--- src/rtl/udp_box_loader.sv ---
// Receives box-record packets over a UDP byte stream and presents them frame-synchronously.
// The three banks (staging -> shadow -> active) let a new packet arrive while the current frame keeps a stable bank.
module udp_box_loader #(
    parameter int          N_BOX     = 4,
    parameter int          REC_BYTES = 6,
    parameter logic [7:0]  MAGIC     = 8'hB0
) (
    input  logic                           clk,
    input  logic                           rst,
    input  logic [7:0]                     rx_data,
    input  logic                           rx_valid,
    input  logic                           rx_sop,
    input  logic                           rx_eop,
    input  logic                           rx_err,
    input  logic                           vsync,
    output logic [N_BOX*REC_BYTES*8-1:0]   udp_data,
    output logic                           pending,
    output logic                           swap,
    output logic                           pkt_ok,
    output logic [7:0]                     drop_cnt
);
    localparam int TOTB = N_BOX * REC_BYTES;
    localparam int BW   = TOTB * 8;
    localparam int CW   = $clog2(TOTB + 2);
    localparam int NW   = $clog2(N_BOX + 1);
    localparam int JW   = $clog2(REC_BYTES + 1);

    typedef enum logic [1:0] {IDLE, HDR_N, PAYLOAD, DISCARD} state_t;

    state_t          state_q, state_d;
    logic [BW-1:0]   staging_q, staging_d;
    logic [BW-1:0]   shadow_q, active_q;
    logic [NW-1:0]   n_q, n_d;
    logic [CW-1:0]   cnt_q, cnt_d;
    logic [NW-1:0]   box_q, box_d;
    logic [JW-1:0]   bidx_q, bidx_d;
    logic [7:0]      drop_cnt_q, drop_cnt_d;
    logic            pending_q, swap_q, pkt_ok_q, vsync_q;
    logic            accept, rise;
    logic [1:0]      drop_inc;
    logic [8:0]      drop_sum;
    logic [CW-1:0]   total;
    int              slot;

    assign total    = CW'(int'(n_q) * REC_BYTES);
    assign rise     = vsync & ~vsync_q;
    assign drop_sum = {1'b0, drop_cnt_q} + {7'd0, drop_inc};
    assign drop_cnt_d = drop_sum[8] ? 8'hFF : drop_sum[7:0];

    always_comb begin
        state_d   = state_q;
        staging_d = staging_q;
        n_d       = n_q;
        cnt_d     = cnt_q;
        box_d     = box_q;
        bidx_d    = bidx_q;
        drop_inc  = 2'd0;
        accept    = 1'b0;
        slot      = 0;
        if (rx_valid) begin
            if (rx_sop) begin
                // A sop outside IDLE aborts the packet in flight; the new one may itself be dropped too.
                if (state_q != IDLE) drop_inc = drop_inc + 2'd1;
                if (rx_data == MAGIC && !rx_eop) begin
                    staging_d = '0;
                    state_d   = HDR_N;
                end else begin
                    drop_inc = drop_inc + 2'd1;
                    state_d  = rx_eop ? IDLE : DISCARD;
                end
            end else begin
                case (state_q)
                    IDLE: ;
                    HDR_N: begin
                        if (int'(rx_data) >= 1 && int'(rx_data) <= N_BOX && !rx_eop) begin
                            n_d     = NW'(rx_data);
                            cnt_d   = '0;
                            box_d   = '0;
                            bidx_d  = '0;
                            state_d = PAYLOAD;
                        end else begin
                            drop_inc = 2'd1;
                            state_d  = rx_eop ? IDLE : DISCARD;
                        end
                    end
                    PAYLOAD: begin
                        if (cnt_q < total) begin
                            // Big-endian within a record: first byte lands in the top byte of the box.
                            slot = int'(box_q) * REC_BYTES + (REC_BYTES - 1 - int'(bidx_q));
                            staging_d[slot*8 +: 8] = rx_data;
                            cnt_d = cnt_q + CW'(1);
                            if (bidx_q == JW'(REC_BYTES - 1)) begin
                                bidx_d = '0;
                                box_d  = box_q + NW'(1);
                            end else begin
                                bidx_d = bidx_q + JW'(1);
                            end
                            if (rx_eop) begin
                                state_d = IDLE;
                                if (cnt_q == total - CW'(1) && !rx_err) accept = 1'b1;
                                else drop_inc = 2'd1;
                            end
                        end else begin
                            drop_inc = 2'd1;
                            state_d  = rx_eop ? IDLE : DISCARD;
                        end
                    end
                    DISCARD: if (rx_eop) state_d = IDLE;
                    default: state_d = IDLE;
                endcase
            end
        end
    end

    always_ff @(posedge clk or posedge rst) begin
        if (rst) begin
            state_q    <= IDLE;
            staging_q  <= '0;
            shadow_q   <= '0;
            active_q   <= '0;
            n_q        <= '0;
            cnt_q      <= '0;
            box_q      <= '0;
            bidx_q     <= '0;
            drop_cnt_q <= '0;
            pending_q  <= 1'b0;
            swap_q     <= 1'b0;
            pkt_ok_q   <= 1'b0;
            vsync_q    <= 1'b1;
        end else begin
            state_q    <= state_d;
            staging_q  <= staging_d;
            n_q        <= n_d;
            cnt_q      <= cnt_d;
            box_q      <= box_d;
            bidx_q     <= bidx_d;
            drop_cnt_q <= drop_cnt_d;
            vsync_q    <= vsync;
            pkt_ok_q   <= accept;
            swap_q     <= rise & pending_q;
            // Swap uses the pre-edge shadow, so a same-cycle accept stays pending for the next frame.
            if (rise && pending_q) active_q <= shadow_q;
            if (accept) shadow_q <= staging_d;
            pending_q  <= accept | (pending_q & ~rise);
        end
    end

    assign udp_data = active_q;
    assign pending  = pending_q;
    assign swap     = swap_q;
    assign pkt_ok   = pkt_ok_q;
    assign drop_cnt = drop_cnt_q;
endmodule

--- config.mk ---
export PLATFORM = sky130hd
export DESIGN_NAME = udp_box_loader
export DESIGN_NICKNAME = d
export VERILOG_FILES = /design/src/rtl/udp_box_loader.sv
export SDC_FILE = /design/constraint.sdc
export NUM_CORES = 1
export LEC_CHECK = 0
export BUFFER_PORTS_ARGS = -buffer_cell sky130_fd_sc_hd__clkbuf_2
export CAP_MARGIN = 0
export CORE_ASPECT_RATIO = 0.8
export CORE_MARGIN = 5
export CORE_UTILIZATION = 50
export CTS_CLUSTER_SIZE = 40
export DETAILED_ROUTE_END_ITERATION = 10
export PLACE_DENSITY = 0.71
export SLEW_MARGIN = 10
export SYNTH_ARGS = -nofsm -noshare
export SYNTH_HDL_FRONTEND = slang
export SYNTH_SLANG_ARGS = --single-unit
--- constraint.sdc ---
create_clock -name clk -period 20.3 [get_ports clk]
set_clock_uncertainty 0.1 [all_clocks]
set_input_delay 4.06 -clock clk [delete_from_list [all_inputs] [get_ports clk]]
set_output_delay 4.06 -clock clk [all_outputs]
set_load 0.01 [all_outputs]
* After elaboration in Yosys (flattened, before gate mapping) *
Index checks and enable logic that the tools add are counted.

cells by class
  $add $sub $neg = 9
  multipliers = 2
  divide/modulo/power cells = 0
  magnitude comparators = 3
  equal/unequal tests = 9
  shifts and indexed selects = 2
  muxes and demuxes = 41
  bitwise logic cells = 7
  reduce and logical (&&, ||, !) cells = 14

operator list
  cell                                                                              count
  192-bit two-way mux                                                               5
  192-bit bitwise mux                                                               1
  8-bit by 33-bit variable shift with 192-bit output, first input constant          1
  8-bit by 33-bit variable part select with 192-bit output                          1
  11-bit negator with 33-bit output                                                 1
  2-bit two-way mux                                                                 12
  3-bit two-way mux                                                                 5
  3-bit one-hot mux with 2 select lines                                             2
  1-bit two-way mux                                                                 10
  5-bit two-way mux                                                                 2
  5-bit one-hot mux with 2 select lines                                             1
  8-bit by 2-bit adder with 9-bit output                                            1
  7-bit by 4-bit adder with 8-bit output                                            1
  8-bit equality test, second input constant                                        1
  8-bit by 1-bit >= comparator with 1-bit output, second input constant             1
  8-bit by 3-bit less-or-equal comparator with 1-bit output, second input constant  1
  8-bit two-way mux                                                                 1
  3-bit by 1-bit adder with 3-bit output, second input constant                     2
  2-bit != test, second input constant                                              3
  2-bit one-hot mux with 3 select lines                                             1
  6-bit AND reduction                                                               1
  5-bit by 1-bit adder with 5-bit output, second input constant                     1
  5-bit equality test                                                               1
  1-bit logical AND                                                                 5
  19 further kinds                                                                  26

word-level totals
  bits in registers = 604
  latch bits = 0
  memory bits (writable) = 0
  bits in read-only memories = 0
  input port bits = 15
  output and inout port bits = 203
  memories = 0

* Longest topological paths before layout *
Gate-level depths: netlist (run 1).

  word-level depth = 12
  depth in mapped cells = 19

* Least setup slack after synthesis (run 1) *
Ideal clock, no wire load.

  path kind = input to register
  from = in rx_data[5]
  to = reg shadow_q[80]
  library setup time = 125 ps
  arrival time = 6354 ps
  data required time = 20075 ps
  slack = 13722 ps
  stages on the path = 10
  path buffers = 3
  path through = clkbuf_1 -> and4b_1 -> a41oi_1 -> nand2b_1 -> clkbuf_1 -> nor2_1 -> clkbuf_1 -> a41oi_1 -> a22o_1 -> mux2_2

between the ends
  cells in the longest elaborated chain, start to end = 6
  elaborated cells on any way between the ends = 9
  those cells by class = 1 x eq/ne; 1 x shift; 6 x mux; 1 x reduce/logical

ends and longest elaborated chain
  item                                                      RTL line  text
  from (decl)                                               10        input logic [7:0] rx_data,
  8-bit by 33-bit variable part select with 192-bit output  90        staging_d[slot*8 +: 8] = rx_data;
  192-bit bitwise mux                                       90
  192-bit two-way mux                                       87        if (cnt_q < total) begin
  192-bit two-way mux                                       72        case (state_q)
  192-bit two-way mux (*)                                   61        if (rx_sop) begin
  192-bit two-way mux (*)                                   60        if (rx_valid) begin
  net staging_d[80]                                         31        logic [BW-1:0] staging_q, staging_d;
  to (signal assigned)                                      143       if (accept) shadow_q <= staging_d;
  to (decl)                                                 32        logic [BW-1:0] shadow_q, active_q;

Mark *: on every way through the listed nets, which the timed path passes. The rest lies on a longest branch.
A chain may end at the register's enable or synchronous reset.

==> impl_metrics.json, run 1 <==
{
  "avgViaCountPerCell": 5.75,
  "cts_tree": "yes",
  "final_nets": 2524,
  "numPortBuffers": 217,
  "cts_made_buffers": 56,
  "clkSinkCount": 604,
  "grt_pass1_vias": 18700,
  "crit_type": "input port to asynchronous set/reset pin",
  "async_reset_ff_frac": 1.00,
  "finalSetupTns_ns": 0,
  "worstPathRequired_ns": 20.82,
  "synth_cell_types": 75,
  "fin_util": 0.577,
  "layout-drive-gt1-share": 0.205,
  "avgSynthCellArea_um2": 10.9,
  "hold_viol": 0,
  "cts_setup_buffers": 0,
  "h-tree-depth": 2,
  "syn-num-nets": 2353,
  "cts_buffer_depth": 3,
  "holdWs_ns": 0.360,
  "worstSetupEndpointType": "asynchronous set/reset pin",
  "final_area_um2": 28600,
  "syn-cell-area_um2": 25000,
  "start_util": 0.504,
  "hold_buffers": 0,
  "synth-edff-count": 0,
  "maxCapViolCount": 0,
  "worstSetupStartpointType": "input port",
  "dieArea_um2": 54600,
  "avgRoutedWirePerCell_um": 21.6,
  "die_x_um": 260,
  "die_h_um": 210,
  "cp.arrival_ns": 8.13,
  "rows": 73,
  "setup_viol": 0,
  "drt_wl_total_um": 68800,
  "cp_max_fo": 81,
  "placed_cell_area_um2": 26700,
  "n_fill_cell": 4131,
  "tightest_slew_ns": 1.24,
  "cts_resized": 0,
  "area_growth_pct": 14.4,
  "status": "complete, no violations",
  "cp-startpoint": "rst",
  "peakVddDrop_v": 0.0000592,
  "grt_pass1_wl_um": 108000,
  "clk_pin_slew_ns": 0.06,
  "drtPass1Iterations": 6,
  "synth_top_area_frac": 0.603,
  "yosys.area.top_type": "dfrtp_1",
  "ioPinCount": 218,
  "routabilityCongestion": 0.876,
  "grt_remaining_overflow": 0,
  "ys_seq_elements": 604,
  "clkLatencyLatePin_ns": 0.61,
  "drcViolationCount": 0,
  "grtUsageTotal": 0.250,
  "antenna_found_initial": 1,
  "hold_class": "flop to flop",
  "vias": 18300,
  "reg2reg_from": "box_q[1]",
  "min_from": "shadow_q[115]",
  "synthFlopType": "dfrtp_1",
  "grt_max_degree": 194,
  "first_iter_violations": 1634,
  "finalCritPeriodShare": 0.375,
  "ys_seq_area_frac": 0.604,
  "reg2reg_slack_ns": 13.32,
  "p_per_area_nw_per_um2": 103,
  "rsz0062_at_grt": "no",
  "post-route-min-period_ns": 7.61,
  "core_um2": 49600,
  "yosysWarnings": 0,
  "slew_viol_final": 0,
  "maxSlewHeadroom": 0.171,
  "clock_tree.root_cell": "clkbuf_16",
  "ys_top_cells_by_area": "dfrtp_1 (60%), nand2_1 (11%), mux2_2 (6.7%)",
  "p_leak_nw": 14.8,
  "post-dp-hpwl_um": 46100,
  "netlist_instances": 2301,
  "detail-route-antenna-nets": 0,
  "timing.fmax_mhz": 131
}
-- placed cells by master, fill, tap and decap left out, types with 8 or more instances in the layout --
cell and n:
a21oi_1 37, a22o_1 106, a31oi_1 25, a32o_1 31, a41oi_1 15, and2_1 18
and3_1 24, buf_4 20, clkbuf_1 11, clkbuf_16 57, clkbuf_2 217, clkbuf_8 13
clkinv_2 8, dfrtp_1 603, ha_1 33, inv_1 22, mux2_2 149, mux2i_1 14
nand2_1 709, nand2b_1 19, nand3_1 42, nand4_1 8, nor2_1 72, nor3_1 16
nor3_2 8, nor4_1 8, o211ai_1 12, o21ai_0 67, o221ai_1 9, o31ai_1 9
xnor2_1 14
-- critical path: stages --
cell and delay (ns):
clkbuf_2 0.10, clkinvlp_4 0.24, buf_12 0.27, buf_4 0.80
buf_4 0.80, buf_4 0.86, buf_4 0.79
-- path summary, 6_finish.rpt --
kind	endpoint	cells past startpoint
min in group asynchronous	udp_data[32]	2
worst min-delay path	udp_data[115]	2
worst max-delay path	staging_q[170]	7
worst min register to register	udp_data[115]	2
max in group clk	shadow_q[87]	18
worst max register to register	shadow_q[87]	18
-- stage by stage --
stage          instances  total power (W)  setup WS, ns
6_report            3191          0.00294         12.69
3_5_place_dp        3088          0.00186         11.51
4_1_cts             3189          0.00294         12.19
5_1_grt             3191          0.00306         11.90
3_3_place_gp        3088          0.00185         11.66
2_1_floorplan       2301          0.00166          7.90
-- sequential cells by signal, indices dropped and copies added (netlist names) --
register / flops
pkt_ok: 1
bidx_q: 3
udp_data: 192
shadow_q: 192
pending: 1
drop_cnt: 8
cnt_q: 5
staging_q: 192
vsync_q: 1
box_q: 3
n_q: 3
state_q: 2
swap: 1
-- power breakdown --
| group | switching, W | internal (W) |
|---|---|---|
| Clock | 0.000448 | 0.000627 |
| Combinational | 0.000457 | 0.000157 |
| Sequential | 0.0000246 | 0.00122 |
-- cell usage after synthesis, types with 5 or more instances --
cell,count
mux2_2,149
nand4_1,8
buf_1,11
a22o_1,106
nand2_1,709
o31ai_1,9
or4_1,5
nor2b_1,7
a31oi_1,25
mux2i_1,14
nor3_2,5
and3_1,24
nand2b_1,19
xor2_1,6
nand3_1,42
a32o_1,31
dfrtp_1,603
nor4_1,8
o21ai_0,67
clkbuf_1,107
a41oi_1,15
a21oi_1,37
o221ai_1,9
xnor2_1,14
inv_1,24
and2_1,18
nor2_1,72
o211ai_1,12
ha_1,33
or2_2,6
buf_2,9
nor3_1,19
or3_1,8
-- layer usage --
| metal | wire length (µm) | share of wire | vias to the layer above | track usage |
|---|---|---|---|---|
| met5 | 0 | 0 | - | 0 |
| met4 | 1950 | 0.028 | 0 | 0.0698 |
| met3 | 5860 | 0.085 | 131 | 0.0714 |
| met2 | 30400 | 0.44 | 670 | 0.370 |
| met1 | 30700 | 0.45 | 9268 | 0.365 |
| li1 | - | - | 8268 | - |
-- cell type report --
type,instances,area [µm²],share of cell area
Clock inverter,20,250,0.00875
Inverter,26,106,0.00372
Antenna cell,1,2.50,0.0000875
Timing Repair Buffer,240,1300,0.0453
Multi-Input combinational cell,1544,9340,0.327
Clock buffer,81,1650,0.0576
Sequential cell,604,15100,0.528
Tap cell,675,845,0.0295
-- kinds of logic (layout without fill, tap and decap cells) --
logic type	count (synthesis)	in the layout	share of synthesized area
xor gates and xnor gates	21	21	0.00765
and+or+nand+nor	974	974	0.166
adders and majority gates	37	37	0.0197
AOI/OAI and AO/OA	349	349	0.106
other	0	1	0
buffers and inverters	153	367	0.0234
DFF	604	604	0.604
muxes	163	163	0.0727
Note: power is estimated with default switching activity, not from simulation.
==> run 2, diff against run 1 <==
--- a/config.mk
+++ b/config.mk
@@ -5,6 +5,7 @@
 export SDC_FILE = /design/constraint.sdc
 export NUM_CORES = 1
 export LEC_CHECK = 0
+export ABC_AREA = 1
 export BUFFER_PORTS_ARGS = -buffer_cell sky130_fd_sc_hd__clkbuf_2
 export CAP_MARGIN = 0
 export CORE_ASPECT_RATIO = 0.8
@@ -12,7 +13,7 @@
 export CORE_UTILIZATION = 50
 export CTS_CLUSTER_SIZE = 40
 export DETAILED_ROUTE_END_ITERATION = 10
-export PLACE_DENSITY = 0.71
+export PLACE_DENSITY = 0.68
 export SLEW_MARGIN = 10
 export SYNTH_ARGS = -nofsm -noshare
 export SYNTH_HDL_FRONTEND = slang
==> constraint.sdc (replaced) <==
create_clock -name clk -period 7.5 [get_ports clk]
set_clock_uncertainty 0.1 [all_clocks]
set_input_delay 1.5 -clock clk [delete_from_list [all_inputs] [get_ports clk]]
set_output_delay 1.5 -clock clk [all_outputs]
set_load 0.01 [all_outputs]
==> run 2 against run 1 <==
Count of clock-buffer cells in the layout grew 2. Clock power grew to 2.8 times the previous value. Register-to-register slack lost 12 ns. Synthesized area grew 11%. Total power grew to 3.7 times the previous value. Combinational power grew to 6.9 times the previous value. Setup slack lost 11 ns. Core utilization shrank 0.65 points. Synthesized cell count grew 56%. Design area grew 9.9%. Sequential power grew to 2.9 times the previous value. Largest power group is now combinational logic.
==> impl_metrics.json, run 2 <==
{
  "hold_buffers": 0,
  "p_int_w": 0.00611,
  "avgSynthCellArea_um2": 7.75,
  "timing.fmax_mhz": 171,
  "cp.arrival_ns": 6.25,
  "n_antenna_cell": 0,
  "max_stage_delay_ns": 0.88,
  "grt_remaining_overflow": 0,
  "min_from": "shadow_q[134]",
  "hold_class": "flop to flop",
  "antenna_found_initial": 0,
  "finalSetupTns_ns": 0,
  "clkSinkCount": 604,
  "worstSetupEndpointType": "flop",
  "synth-edff-count": 0,
  "power_switching_w": 0.00479,
  "rsz0062_at_grt": "no",
  "drtPass1Iterations": 7,
  "post-route-min-period_ns": 5.85,
  "fin_util": 0.570,
  "async_reset_ff_frac": 1.00,
  "cts_buffer_depth": 3,
  "yosysWarnings": 0,
  "synthFlopType": "dfrtp_1",
  "first_iter_violations": 2639,
  "die_h_um": 221,
  "power.share.switching": 0.440,
  "maxCapViolCount": 0,
  "avgViaCountPerCell": 5.28,
  "clock_tree.root_cell": "clkbuf_16",
  "area_growth_pct": 13.2,
  "p_leak_nw": 17.7,
  "ioPinCount": 218,
  "clk_pin_slew_ns": 0.07,
  "finalPower_w": 0.0109,
  "rows": 77,
  "cts_setup_buffers": 0,
  "critPathSlowestCell": "nor2_2",
  "start_util": 0.504,
  "grt_max_degree": 197,
  "crit_type": "flop to flop",
  "tightest_slew_ns": 1.31,
  "min_path_cells": 2,
  "netlist_instances": 3580,
  "yosysMostFrequentCell": "nand2_1",
  "r2r_end": "shadow_q[172]",
  "cp_max_fo": 24,
  "pwr-share-clk": 0.279,
  "p_per_area_nw_per_um2": 347,
  "grt_pass1_wl_um": 125000,
  "yosys.area.top_type": "dfrtp_1",
  "dp.cells": 4396,
  "reg2reg_from": "box_q[1]",
  "final_common_cell": "nand2_1",
  "cp_common_cell": "nand2_1",
  "status": "complete, no violations",
  "grt_pass1_vias": 22400,
  "worstPathRequired_ns": 7.90,
  "peakVddDrop_v": 0.000538,
  "final_nets": 3758,
  "worstSetupStartpointType": "flop",
  "drt_wl_total_um": 78200,
  "hold_viol": 0,
  "core_um2": 55100,
  "slew_viol_final": 0,
  "synth_cell_types": 38,
  "synth_top_area_frac": 0.544,
  "post-dp-hpwl_um": 52200,
  "layout-drive-gt1-share": 0.104,
  "reg2reg_slack_ns": 1.65,
  "synthTopCellsByCount": "nand2_1 (1753), dfrtp_1 (603), nand3_1 (374)",
  "avgRoutedWirePerCell_um": 17.4,
  "layout_common_cells": "nand2_1 (1752), dfrtp_1 (603), nand3_1 (374)",
  "routabilityCongestion": 1.02,
  "p_comb_frac": 0.386,
  "whs_endpoint": "udp_data[134]",
  "r2r_cells": 27,
  "setup_viol": 0,
  "finalCritPeriodShare": 0.780,
  "detail-route-antenna-nets": 0,
  "layoutNonFillerInstCount": 4503,
  "maxSlewHeadroom": 0.122,
  "ys_seq_area_frac": 0.544,
  "numPortBuffers": 217,
  "cts_tree": "yes",
  "syn-num-nets": 3632,
  "h-tree-depth": 2,
  "cts_made_buffers": 58,
  "ys_top_cells_by_area": "dfrtp_1 (54%), nand2_1 (24%), nand3_1 (6.7%)",
  "syn-cell-area_um2": 27800,
  "dieArea_um2": 60400,
  "grtUsageTotal": 0.257,
  "vias": 23800,
  "holdWs_ns": 0.371,
  "clkLatencyLatePin_ns": 0.63,
  "ys_seq_elements": 604,
  "die_x_um": 273,
  "cts_resized": 0,
  "drcViolationCount": 0,
  "p_seq_frac": 0.335
}
## run 2: cell types whose count changed after synthesis, sizes merged, moves of 33 or more
| cell | delta |
|---|---|
| o21ai | +33 |
| inv | +245 |
| nand4 | +70 |
| nand2 | +1045 |
| buf | +49 |
| nand3 | +333 |
| mux2 | -149 |
| a22o | -106 |
## run 2: metrics by stage
stage / setup slack, ns / instance area [µm²]
after floorplan: -2.34 / 27800
after global placement: 1.65 / 29400
after detailed placement: 1.66 / 29400
after CTS: 1.65 / 31400
after global routing: 1.16 / 31400
final: 1.65 / 31400
## run 2: kinds of logic after synthesis
family                   after synthesis  synth area share
AO/OA/AOI/OAI                        141            0.0265
XOR/XNOR                               8           0.00252
adder cells (fa/ha/maj)               37            0.0178
buffers and inverters                465            0.0659
AND/OR/NAND/NOR                     2325             0.343
flip-flops                           604             0.544
## run 2: how the worst max path moves through the flow
stage             start             to  slack [ns]  cells after the start
2_1_floorplan       rst      bidx_q[0]       -2.34                      1
3_3_place_gp   box_q[1]   shadow_q[58]        1.65                     27
3_5_place_dp   box_q[1]   shadow_q[58]        1.66                     27
4_1_cts        box_q[1]   shadow_q[58]        1.65                     27
5_1_grt        box_q[1]  shadow_q[172]        1.16                     28
6_report       box_q[1]  shadow_q[172]        1.65                     27
## run 2: final cells by class
| type | instances | area (µm²) |
|---|---|---|
| well taps | 750 | 938 |
| flip-flops and latches | 604 | 15100 |
| clock buffers | 83 | 1710 |
| clock inverters | 24 | 268 |
| repair buffers | 259 | 1480 |
| multi-input cells | 2511 | 10900 |
| fillers | 5146 | 23700 |
| inverters | 272 | 1030 |
## run 2: routing by layer
metal / GRT usage / part of all wire
met4: 0.0817 / 0.033
met2: 0.368 / 0.42
met5: 0 / 0
met1: 0.400 / 0.47
met3: 0.0451 / 0.079
## run 2: worst max-delay path: cells and delay by family (launching register included)
family                   cells  cell delay, ns
AND/OR/NAND/NOR             20            3.43
adder cells (fa/ha/maj)      4            1.36
flip-flops                   1            0.43
buffers and inverters        2            0.22
XOR/XNOR                     1            0.18
## run 2: power by group through the flow
stage	logic, W	clock network [W]	registers [W]
after floorplan	0.00273	0	0.00368
after detailed placement	0.00402	0	0.00370
final	0.00421	0.00304	0.00365
after global placement	0.00401	0	0.00370
after CTS	0.00404	0.00309	0.00365
after global routing	0.00448	0.00322	0.00368
